File: config.mk
export PLATFORM = sky130hd
export DESIGN_NAME = debug_dump_sequencer
export DESIGN_NICKNAME = d
export VERILOG_FILES = /design/src/rtl/debug_dump_sequencer_pkg.sv /design/src/rtl/debug_dump_sequencer.sv
export SDC_FILE = /design/constraint.sdc
export NUM_CORES = 1
export LEC_CHECK = 0
export BUFFER_PORTS_ARGS = -buffer_cell sky130_fd_sc_hd__clkbuf_2
export CORE_UTILIZATION = 50
export DETAILED_ROUTE_END_ITERATION = 8
export GPL_ROUTABILITY_DRIVEN = 0
export HOLD_SLACK_MARGIN = 0.12
export PLACE_DENSITY = 0.83
export RECOVER_POWER = 100
export SLEW_MARGIN = 20
export SYNTH_ARGS = -nofsm -noshare
export SYNTH_HDL_FRONTEND = slang
export SYNTH_SLANG_ARGS = --single-unit
File: constraint.sdc
create_clock -name i_clk -period 3.1 [get_ports i_clk]
set_input_delay 0.775 -clock i_clk [delete_from_list [all_inputs] [get_ports i_clk]]
set_output_delay 0.775 -clock i_clk [all_outputs]
set_load 0.02 [all_outputs]
File: src/rtl/debug_dump_sequencer_pkg.sv
// Shared constants for the debug dump sequencer: FSM encodings and the fixed
// word ordering of a dump (PC, cycle count, register bank, data memory).
package debug_dump_sequencer_pkg;

  typedef logic [2:0] state_t;

  localparam state_t ST_IDLE    = 3'd0;
  localparam state_t ST_SELECT  = 3'd1;
  localparam state_t ST_LATCH   = 3'd2;
  localparam state_t ST_SEND    = 3'd3;
  localparam state_t ST_WAIT    = 3'd4;
  localparam state_t ST_ADVANCE = 3'd5;
  localparam state_t ST_FINISH  = 3'd6;

  localparam int unsigned WORD_PC          = 0;
  localparam int unsigned WORD_CYCLES      = 1;
  localparam int unsigned WORD_REG_BASE    = 2;
  localparam int unsigned DEFAULT_NUM_REGS = 32;
  localparam int unsigned WORD_MEM_BASE    = WORD_REG_BASE + DEFAULT_NUM_REGS;

  // Memory words start right after the register bank, whatever its size.
  function automatic int unsigned word_mem_base(input int unsigned num_regs);
    return WORD_REG_BASE + num_regs;
  endfunction

endpackage

File: src/rtl/debug_dump_sequencer.sv
// Streams PC, cycle count, register bank and data memory out over a UART
// byte interface, LSB first, one word at a time.
module debug_dump_sequencer
  import debug_dump_sequencer_pkg::*;
#(
  parameter int unsigned BITS_SIZE     = 32,
  parameter int unsigned SIZE_TRAMA    = 8,
  parameter int unsigned NUM_REGS      = 32,
  parameter int unsigned NUM_MEM_WORDS = 16
) (
  input  logic                         i_clk,
  input  logic                         i_reset,
  input  logic                         i_start,
  input  logic [BITS_SIZE-1:0]         i_mips_pc,
  input  logic [BITS_SIZE-1:0]         i_cycle_count,
  input  logic [BITS_SIZE-1:0]         i_data_register,
  input  logic [BITS_SIZE-1:0]         i_data_mem,
  input  logic                         i_tx_done,
  output logic                         o_tx_start,
  output logic [SIZE_TRAMA-1:0]        o_tx_data,
  output logic [$clog2(BITS_SIZE)-1:0] o_select_addr_registers,
  output logic [BITS_SIZE-1:0]         o_select_addr_memdata,
  output logic                         o_busy,
  output logic                         o_done
);

  localparam int unsigned TOTAL_WORDS    = 2 + NUM_REGS + NUM_MEM_WORDS;
  localparam int unsigned BYTES_PER_WORD = BITS_SIZE / SIZE_TRAMA;
  localparam int unsigned WORD_W         = $clog2(TOTAL_WORDS + 1);
  localparam int unsigned BYTE_W         = (BYTES_PER_WORD > 1) ? $clog2(BYTES_PER_WORD) : 1;
  localparam int unsigned REG_AW         = $clog2(BITS_SIZE);

  localparam logic [WORD_W-1:0] PC_W       = WORD_W'(WORD_PC);
  localparam logic [WORD_W-1:0] CYCLES_W   = WORD_W'(WORD_CYCLES);
  localparam logic [WORD_W-1:0] REG_BASE_W = WORD_W'(WORD_REG_BASE);
  localparam logic [WORD_W-1:0] MEM_BASE_W = WORD_W'(word_mem_base(NUM_REGS));
  localparam logic [WORD_W-1:0] LAST_WORD  = WORD_W'(TOTAL_WORDS - 1);
  localparam logic [BYTE_W-1:0] LAST_BYTE  = BYTE_W'(BYTES_PER_WORD - 1);

  state_t               state_q, state_d;
  logic [WORD_W-1:0]    word_q, word_d;
  logic [BYTE_W-1:0]    byte_q, byte_d;
  logic [BITS_SIZE-1:0] shift_q, shift_d;

  logic                 is_reg_word, is_mem_word;
  logic [WORD_W-1:0]    reg_offset, mem_offset;
  logic [BITS_SIZE-1:0] src_word;

  assign is_reg_word = (word_q >= REG_BASE_W) && (word_q < MEM_BASE_W);
  assign is_mem_word = (word_q >= MEM_BASE_W);
  assign reg_offset  = word_q - REG_BASE_W;
  assign mem_offset  = word_q - MEM_BASE_W;

  // Sources are read synchronously: address shown in SELECT, data valid in LATCH.
  always_comb begin
    src_word = i_data_mem;
    if (word_q == PC_W) begin
      src_word = i_mips_pc;
    end else if (word_q == CYCLES_W) begin
      src_word = i_cycle_count;
    end else if (is_reg_word) begin
      src_word = i_data_register;
    end
  end

  always_comb begin
    state_d = state_q;
    word_d  = word_q;
    byte_d  = byte_q;
    shift_d = shift_q;
    unique case (state_q)
      ST_IDLE: begin
        if (i_start) begin
          state_d = ST_SELECT;
          word_d  = '0;
          byte_d  = '0;
        end
      end
      ST_SELECT: state_d = ST_LATCH;
      ST_LATCH: begin
        shift_d = src_word;
        state_d = ST_SEND;
      end
      ST_SEND: state_d = ST_WAIT;
      ST_WAIT: begin
        if (i_tx_done) state_d = ST_ADVANCE;
      end
      ST_ADVANCE: begin
        if (byte_q != LAST_BYTE) begin
          shift_d = shift_q >> SIZE_TRAMA;
          byte_d  = byte_q + BYTE_W'(1);
          state_d = ST_SEND;
        end else if (word_q != LAST_WORD) begin
          word_d  = word_q + WORD_W'(1);
          byte_d  = '0;
          state_d = ST_SELECT;
        end else begin
          state_d = ST_FINISH;
        end
      end
      ST_FINISH: state_d = ST_IDLE;
      default:   state_d = ST_IDLE;
    endcase
  end

  always_ff @(posedge i_clk or posedge i_reset) begin
    if (i_reset) begin
      state_q <= ST_IDLE;
      word_q  <= '0;
      byte_q  <= '0;
      shift_q <= '0;
    end else begin
      state_q <= state_d;
      word_q  <= word_d;
      byte_q  <= byte_d;
      shift_q <= shift_d;
    end
  end

  // Outputs decode straight from reset-cleared state, so reset zeroes them at once.
  assign o_tx_start = (state_q == ST_SEND);
  assign o_tx_data  = shift_q[SIZE_TRAMA-1:0];
  assign o_busy     = (state_q != ST_IDLE);
  assign o_done     = (state_q == ST_FINISH);

  assign o_select_addr_registers =
      (state_q == ST_SELECT && is_reg_word) ? REG_AW'(reg_offset) : '0;
  assign o_select_addr_memdata =
      (state_q == ST_SELECT && is_mem_word) ? BITS_SIZE'(mem_offset) : '0;

endmodule
# Yosys cells after proc, flatten, opt, wreduce, memory -nomap -nowiden
# Index checks and enable logic that the tools add are counted.
[op_classes]
n_eq_ne = 15
mux = 20
reduce_logical = 12
addsub = 4
order_cmp = 3
[ops]
columns = ["operator", "n"]
rows = [
  ["$mux 32", 4],
  ["$pmux 32 s2", 1],
  ["$mux 6", 4],
  ["$pmux 3 s6", 1],
  ["$mux 3", 4],
  ["$ne 2x2->1 const B", 6],
  ["$pmux 6 s2", 1],
  ["$eq 3x3->1 const B", 3],
  ["$add 6x1->6 const B", 1],
  ["$eq 3x2->1 const B", 2],
  ["$eq 6x1->1 const B", 1],
  ["$ge 6x2->1 const B", 1],
  ["$ge 6x6->1 const B", 1],
  ["$logic_not 6->1", 1],
  ["$lt 6x6->1 const B", 1],
  ["$mux 2", 3],
  ["$ne 6x6->1 const B", 1],
  ["$sub 6x6->6 const B", 1],
  ["$mux 5", 1],
  ["$sub 5x2->5 const B", 1],
  ["$pmux 2 s2", 1],
  ["$reduce_and 2->1", 2],
  ["$reduce_and 4->1", 1],
  ["$reduce_bool 2->1", 2],
  ["7 further kinds", 9],
]
[totals]
wordCells = 58
output_inout_bits = 48
register_bits = 43
input_bits = 132

# Longest topological paths before layout
# Gate-level depths: netlist of run 1.
[depth]
word_depth = 6
ltp_mapped = 7
mapped_depth_nobuf = 6

# Least setup slack after synthesis of run 1
# Ideal clock, no wire load.
[synth_path]
path_type = "reg-to-output"
start = "register word_q[3]"
end = "output port o_select_addr_registers[0]"
n_path_buf = 1
arrival_ns = 1.999
setup_slack_ns = 0.326
path_stages_with_launch = 6
required_time_ns = 2.325
path_cell_list = "dfrtp_1 buf_2 nor4_4 mux2i_1 nand3_1 nor2_1"
[synth_via]
elab_chain_cells = 4
word_cells_on_any_way = 5
cone_classes = "order compare (2); mux (1); reduce/logical (2)"
[synth_lines]
columns = ["item", "line_no", "text"]
rows = [
  ["from (decl)", "debug_dump_sequencer.sv:41", "logic [WORD_W-1:0] word_q, word_d;"],
  ["from (signal assigned)", "debug_dump_sequencer.sv:114", "word_q <= word_d;"],
  ["$ge 6x2->1 / $lt 6x6->1 (equally long branches)", "debug_dump_sequencer.sv:49", "assign is_reg_word = (word_q >= REG_BASE_W) && (word_q < MEM_BASE_W);"],
  ["$logic_and 1x1->1 *", "debug_dump_sequencer.sv:49", ""],
  ["$logic_and 1x1->1 *", "debug_dump_sequencer.sv:127", "(state_q == ST_SELECT && is_reg_word) ? REG_AW'(reg_offset) : '0;"],
  ["$mux 5 *", "debug_dump_sequencer.sv:127", ""],
  ["to (decl)", "debug_dump_sequencer.sv:21", "output logic [$clog2(BITS_SIZE)-1:0] o_select_addr_registers,"],
]
# Mark *: on every way between the ends. The rest lies on a longest branch, timed or not.

# Worst setup path in the final report of run 1
[layout_path]
start = "register word_q[2]"
end = "output port o_select_addr_registers[3]"
[layout_via]
elab_chain_cells = 4
word_cells_on_any_way = 6
cone_classes = "add/sub (1); order compare (2); mux (1); reduce/logical (2)"
[layout_lines]
columns = ["item", "line_no"]
rows = [
  ["$ge 6x2->1 / $lt 6x6->1 (equally long branches)", "debug_dump_sequencer.sv:49"],
  ["$logic_and 1x1->1", "debug_dump_sequencer.sv:49"],
  ["$logic_and 1x1->1", "debug_dump_sequencer.sv:127"],
  ["$mux 5 *", "debug_dump_sequencer.sv:127"],
]
# Marks and branches as above.

==> results of run 1 <==
## worst min-delay path: stages (launching register included)
cell and delay (ps):
dfrtp_1 360, a21oi_1 60, o31ai_1 50
## path summary, 6_finish.rpt
| kind | cells past startpoint | slack (ps) | endpoint |
|---|---|---|---|
| min in group asynchronous | 2 | 530 | state_q[2]$_DFFE_PP0P_ |
| hold reg to reg | 2 | 500 | shift_q[2]$_DFFE_PP0P_ |
| setup / recovery | 6 | 120 | o_select_addr_registers[3] |
| max in group asynchronous | 3 | 1100 | word_q[5]$_DFFE_PP0P_ |
| hold / removal | 2 | 500 | shift_q[2]$_DFFE_PP0P_ |
| setup reg to reg | 5 | 250 | shift_q[25]$_DFFE_PP0P_ |
## area by class of cell
class	count	area [sq um]	share of cell area, %
multi-input combinational	419	2840	56.6
sequential	43	1080	21.5
timing repair buffer	166	848	16.9
tap	105	131	2.62
clock buffer	5	68.8	1.37
inverter	7	26.3	0.523
clock inverter	3	25.0	0.498
## registers in the layout, summed over array words and instances, names as in the netlist
signal   cells
shift_q     32
state_q      3
word_q       6
byte_q       2
## cell families after synthesis
kind of cell | Yosys count
AO/OA/AOI/OAI | 209
AND/OR/NAND/NOR | 147
buffers and inverters | 96
flip-flops | 43
multiplexers | 28
adder cells (fa/ha/maj) | 8
other | 1
XOR/XNOR | 1
## power by group through the flow
stage                     Combinational (mW)  Clock, mW  Sequential [mW]
final                                   1.28      0.365            0.989
after global routing                    1.40      0.390             1.02
after CTS                               1.29      0.370            0.986
after detailed placement                1.28          0            0.997
after global placement                  1.25          0            0.990
after floorplan                         1.06          0            0.904
## cell usage in the layout, fill, tap and decap left out, drive strengths merged, types with 2 or more instances in the layout
master and instances:
clkbuf 160, nand2 61, dfrtp 43, nor2 41
a21oi 36, mux2i 27, conb 26, a211oi 24
o221ai 24, o21bai 24, o31ai 24, o211ai 20
a21boi 16, nand3b 11, buf 11, o21ai 11
nor3 10, o211a 9, o311ai 8, a22oi 8
ha 8, or4 5, inv 5, nand3 4
clkinv 4, nor4 2, o21a 2, and2 2
nor4b 2, or2 2
## through the flow
step	util, %	instance area (sq um)	total power, mW	std cells
global placement	59.2	4960	2.24	740
global route	59.9	5020	2.81	748
finish	59.9	5020	2.63	748
detailed placement	59.2	4960	2.27	740
floorplan	-	4490	1.97	558
CTS	60.3	5050	2.65	748
## metal layers
layer | vias to the layer above | GRT usage (%) | share of wire [%]
met2 | 226 | 44.8 | 48
met3 | 15 | 4.03 | 7.9
met1 | 2153 | 36.0 | 42
li1 | 2167 | - | -
met4 | 0 | 6.09 | 1.6
met5 | - | 0 | 0
## cell usage after synthesis, types with 8 or more instances
cell type,instances,area share [%]
o211ai_1,20,3.4
buf_4,41,7.0
a21boi_0,15,2.6
nor3_1,10,1.1
nand2_1,61,5.2
nor2_1,41,3.5
o221ai_1,24,4.8
a21oi_1,36,4.1
o31ai_1,19,3.2
buf_2,18,2.0
o311ai_1,8,1.6
o21ai_1,9,1.0
ha_1,8,2.3
nand3b_1,10,1.7
dfrtp_1,43,24
clkbuf_1,23,2.0
o211a_1,9,2.0
mux2i_1,27,6.1
a22oi_1,8,1.4
o21bai_2,20,5.1
a211oi_1,24,4.1
## timing repair
item,CTS,global route
endpoints found under the setup margin,0,1
resized for setup,0,1
endpoints found under the hold margin,0,0
==> flow_summary.json, run 1 <==
{
  "cts_tree": "yes",
  "path_clk_slew_ps": 80,
  "synth_xor_area_share_pct": 0.199,
  "antenna_found_initial": 0,
  "end_kind": "output port",
  "peakVddDrop_v": 0.000227,
  "hp-class": "reg2reg",
  "final_max_slew_viol_count": 0,
  "drtIter0Drc": 273,
  "crit_type": "reg2out",
  "skew_ps": 10.1,
  "coreArea_sq_mm": 0.00838,
  "hpwl_microns": 9510,
  "cp-start-kind": "register",
  "fmax_mhz": 336,
  "numPortBuffers": 153,
  "synth_flop_cell": "dfrtp_1",
  "finalHoldViolCount": 0,
  "start_util_pct": 52.5,
  "cts-root-buf": "clkbuf_8",
  "cts_sinks": 43,
  "ios": 180,
  "grt_setup_unrepaired": "no",
  "drt_wl_total_microns": 12900,
  "setup_tns_ps": 0,
  "crit_slowest_cell": "dfrtp_1",
  "rows": 33,
  "holdBufCountCts": 0,
  "grtUsageTotal_pct": 26.6,
  "grt_overflow_total": 0,
  "synth_area_per_cell_sq_um": 8.25,
  "yosys.area_share.simple_pct": 16.4,
  "final.setup.worst_slack_ps": 125,
  "pwr_density_cell_mw_per_mm2": 524,
  "setup_viol": 0,
  "post-route-period-util_pct": 96.0,
  "die_area_sq_mm": 0.00917,
  "p_int_mw": 1.48,
  "synth-edff-count": 0,
  "worst_pin_slew_ps": 1220,
  "worstHoldStart": "shift_q[2]$_DFFE_PP0P_",
  "post-cts-setup-buffer-count": 0,
  "n_fill_cell": 782,
  "grt_max_degree": 76,
  "cts_buffer_depth": 2,
  "combPwrFrac_pct": 48.5,
  "synthDistinctLibCells": 53,
  "via_count": 4561,
  "ys_seq_area_share_pct": 24.5,
  "clk_latency_ps": 290,
  "drc": 0,
  "antenna_cells": 0,
  "synth_top_family_by_area": "compound AO/OA/AOI/OAI gates",
  "avgViaCountPerCell": 6.10,
  "grt_pass1_vias": 3801,
  "crit_required_ps": 2320,
  "synth.cell_area_sq_mm": 0.00440,
  "drive_above_1_share_pct": 29.5,
  "async_flop_share_pct": 100,
  "p_leak_nw": 2.38,
  "dr.pass1.iters": 5,
  "die_h_microns": 95.8,
  "synth-compound-area-share_pct": 36.8,
  "post-route-min-period_ps": 2980,
  "dp_slack_ps": 481,
  "yosys-mux-area-fraction_pct": 6.49,
  "final_nets": 782,
  "wire_per_inst_microns": 17.3,
  "cp_max_fo": 9,
  "power_frac_seq_pct": 37.6,
  "max-slew-margin-rel_pct": 18.7,
  "crit_buf_inv": 2,
  "p_switching_mw": 1.15,
  "syn_inst": 533,
  "htree_num_levels": 2,
  "grt_pass1_wl_microns": 18700,
  "hold_slack_ps": 501,
  "syn_to_final_growth_pct": 14.2,
  "switching_share_pct": 43.8,
  "die_w_microns": 95.8,
  "synth_fa_ha_area_share_pct": 2.28,
  "drv_cap": 0,
  "cp.arrival_ps": 2200,
  "max_stage_delay_ps": 510,
  "path_delay_family": "simple AND/OR/NAND/NOR gates",
  "r2r-start": "word_q[2]$_DFFE_PP0P_",
  "ys.warnings.count": 0,
  "synth_seq_cells": 43,
  "p_clk_share_pct": 13.9,
  "cts_buffers": 5,
  "postRouteAntennaNets": 0,
  "crit_start": "word_q[2]$_DFFE_PP0P_",
  "path_cells": "nor4_4 > mux2i_1 > buf_4 > nand3_1 > nor2_1 > clkbuf_1",
  "status": "complete, no violations"
}
Power figures use the tool's default switching activity.
==> inputs of run 2 (changes only) <==
--- a/config.mk
+++ b/config.mk
@@ -5,12 +5,13 @@
 export SDC_FILE = /design/constraint.sdc
 export NUM_CORES = 1
 export LEC_CHECK = 0
+export ABC_AREA = 1
 export BUFFER_PORTS_ARGS = -buffer_cell sky130_fd_sc_hd__clkbuf_2
-export CORE_UTILIZATION = 50
+export CORE_UTILIZATION = 48
 export DETAILED_ROUTE_END_ITERATION = 8
 export GPL_ROUTABILITY_DRIVEN = 0
 export HOLD_SLACK_MARGIN = 0.12
-export PLACE_DENSITY = 0.83
+export PLACE_DENSITY = 0.82
 export RECOVER_POWER = 100
 export SLEW_MARGIN = 20
 export SYNTH_ARGS = -nofsm -noshare
==> flow_summary.json, run 2 <==
{
  "status": "complete, no violations",
  "synth-edff-count": 0,
  "setup_viol": 0,
  "cts_buffer_depth": 2,
  "numPortBuffers": 153,
  "post-cts-setup-buffer-count": 0,
  "peakVddDrop_v": 0.000256,
  "hpwl_microns": 8440,
  "die_w_microns": 91.1,
  "drt_wl_total_microns": 10700,
  "dp_slack_ps": 700,
  "yosysTopAreaCellShare_pct": 28.2,
  "crit_type": "reg2out",
  "grt_setup_unrepaired": "no",
  "cp.arrival_ps": 2000,
  "via_count": 4253,
  "synth_area_per_cell_sq_um": 6.22,
  "cp_max_fo": 26,
  "max_stage_delay_ps": 460,
  "cts_tree": "yes",
  "place_inst": 834,
  "cpMostUsedCell": "nor2_1",
  "post-route-period-util_pct": 89.4,
  "holdBufCountCts": 0,
  "synth.cell_area_sq_mm": 0.00381,
  "worstHoldStart": "shift_q[31]$_DFFE_PP0P_",
  "hp-class": "reg2reg",
  "drive_above_1_share_pct": 21.4,
  "synth_area_leaders": "dfrtp_1 (28%), a21oi_1 (15%), nand2_1 (12%)",
  "crit_required_ps": 2320,
  "end_kind": "output port",
  "synth_seq_cells": 43,
  "yosysMostFrequentCell": "nand2_1",
  "drtIter0Drc": 247,
  "final_nets": 879,
  "grt_pass1_wl_microns": 17400,
  "cts-root-buf": "clkbuf_8",
  "finalHoldViolCount": 0,
  "skew_ps": 4.44,
  "r2r-start": "word_q[0]$_DFFE_PP0P_",
  "cts_buffers": 5,
  "synth_top_area_cell": "dfrtp_1",
  "wire_per_inst_microns": 12.7,
  "final_cells": 842,
  "crit_start": "word_q[0]$_DFFE_PP0P_",
  "max-slew-margin-rel_pct": 29.0,
  "regMostFlops": "shift_q",
  "fmax_mhz": 361,
  "postRouteAntennaNets": 0,
  "largest_reg_flops": 32,
  "cts_sinks": 43,
  "async_flop_share_pct": 100,
  "ys_seq_area_share_pct": 28.2,
  "path_delay_family": "simple AND/OR/NAND/NOR gates",
  "reg_top3": "shift_q (32), word_q (6), state_q (3)",
  "start_util_pct": 49.6,
  "drv_cap": 0,
  "grt_max_degree": 55,
  "die_area_sq_mm": 0.00831,
  "grt_overflow_total": 0,
  "final_cell_mix": "clkbuf_2 (132), nand2_1 (122), a21oi_1 (113)",
  "synth_flop_cell": "dfrtp_1",
  "ys.warnings.count": 0,
  "yosys-top-cells-count": "nand2_1 (122), a21oi_1 (113), inv_1 (103), nand3_1 (57), dfrtp_1 (43)",
  "post-route-min-period_ps": 2770,
  "grtUsageTotal_pct": 26.0,
  "path_clk_slew_ps": 80,
  "die_h_microns": 91.1,
  "htree_num_levels": 2,
  "coreArea_sq_mm": 0.00769,
  "syn_inst": 613,
  "rows": 32,
  "syn_to_final_growth_pct": 18.1,
  "p_leak_nw": 2.72,
  "clk_latency_ps": 290,
  "final.setup.worst_slack_ps": 329,
  "synthDistinctLibCells": 29,
  "grt_pass1_vias": 3931,
  "pwr_density_cell_mw_per_mm2": 722,
  "path_cells": "inv_1 > ha_1 > nor2_1 > nand2_4 > nand3_1 > nor2_1 > clkbuf_1",
  "drc": 0,
  "antenna_cells": 0,
  "ios": 180,
  "dr.pass1.iters": 5,
  "final_max_slew_viol_count": 0,
  "worst_pin_slew_ps": 1060,
  "crit_slowest_cell": "dfrtp_1",
  "antenna_found_initial": 0,
  "final_common_cell": "clkbuf_2",
  "avgViaCountPerCell": 5.05,
  "cts_resized": 0,
  "cp-start-kind": "register",
  "crit_buf_inv": 2,
  "setup_tns_ps": 0
}
[run 2: changes by cell type after synthesis, sizes merged, moves of 27 or more]
cell / change
inv: +102
nand2: +64
mux2i: -27
a21oi: +77
nand3: +54
[run 2: per-layer routing]
| metal | up-vias | routed length (microns) | GRT usage [%] |
|---|---|---|---|
| li1 | 2124 | - | - |
| met1 | 1903 | 4290 | 31.5 |
| met2 | 203 | 5320 | 47.0 |
| met3 | 23 | 811 | 3.43 |
| met4 | 0 | 255 | 9.39 |
| met5 | - | 0 | 0 |
[run 2: worst paths after layout]
path / to / cells past startpoint / slack (ps)
hold reg to reg: shift_q[31]$_DFFE_PP0P_ / 2 / 490
max in group asynchronous: shift_q[25]$_DFFE_PP0P_ / 3 / 1660
setup / recovery: o_select_addr_registers[4] / 7 / 330
setup reg to reg: shift_q[7]$_DFFE_PP0P_ / 10 / 760
min in group asynchronous: shift_q[5]$_DFFE_PP0P_ / 3 / 790
hold / removal: shift_q[31]$_DFFE_PP0P_ / 2 / 490
[run 2: cell type report]
type / instances / area, sq um
fillers: 791 / 3180
multi-input cells: 421 / 2000
flip-flops and latches: 43 / 1080
repair buffers: 160 / 801
inverters: 108 / 405
well taps: 102 / 128
clock buffers: 8 / 100
[run 2: metrics by stage]
stage	hold slack (ps)	cell area, sq um	total power [mW]	utilization, %
floorplan	449	3910	2.47	-
global placement	464	4440	2.83	57.8
detailed placement	475	4440	2.88	57.8
CTS	495	4540	3.28	59.1
global route	504	4510	3.54	58.6
finish	494	4510	3.25	58.6
[run 2: worst reg2reg max path, stage by stage, from the launching register on]
cell	delay, ps
dfrtp_1	460
inv_1	150
ha_1	210
nor2_1	190
nand2_4	200
nand2_2	560
nand2_1	130
nand3_1	140
nand2_1	80
nand2_1	60
a21oi_1	60
[run 2: cells by family (layout without fill, tap and decap cells)]
family / after synthesis / after routing / share of synthesized area [%]
buffers and inverters: 174 / 276 / 21.7
AOI/OAI and AO/OA: 141 / 141 / 18.6
adders and majority gates: 8 / 8 / 2.62
DFF: 43 / 43 / 28.2
other: 1 / 26 / 0.0983
and+or+nand+nor: 242 / 242 / 27.8
xor gates and xnor gates: 4 / 4 / 0.919
[run 2: power by group]
part           leakage [nW]  switching [mW]  internal (mW)
clock network        0.0515           0.181          0.203
logic                  2.16            1.29          0.645
registers             0.506           0.140          0.798
total                  2.72            1.61           1.65
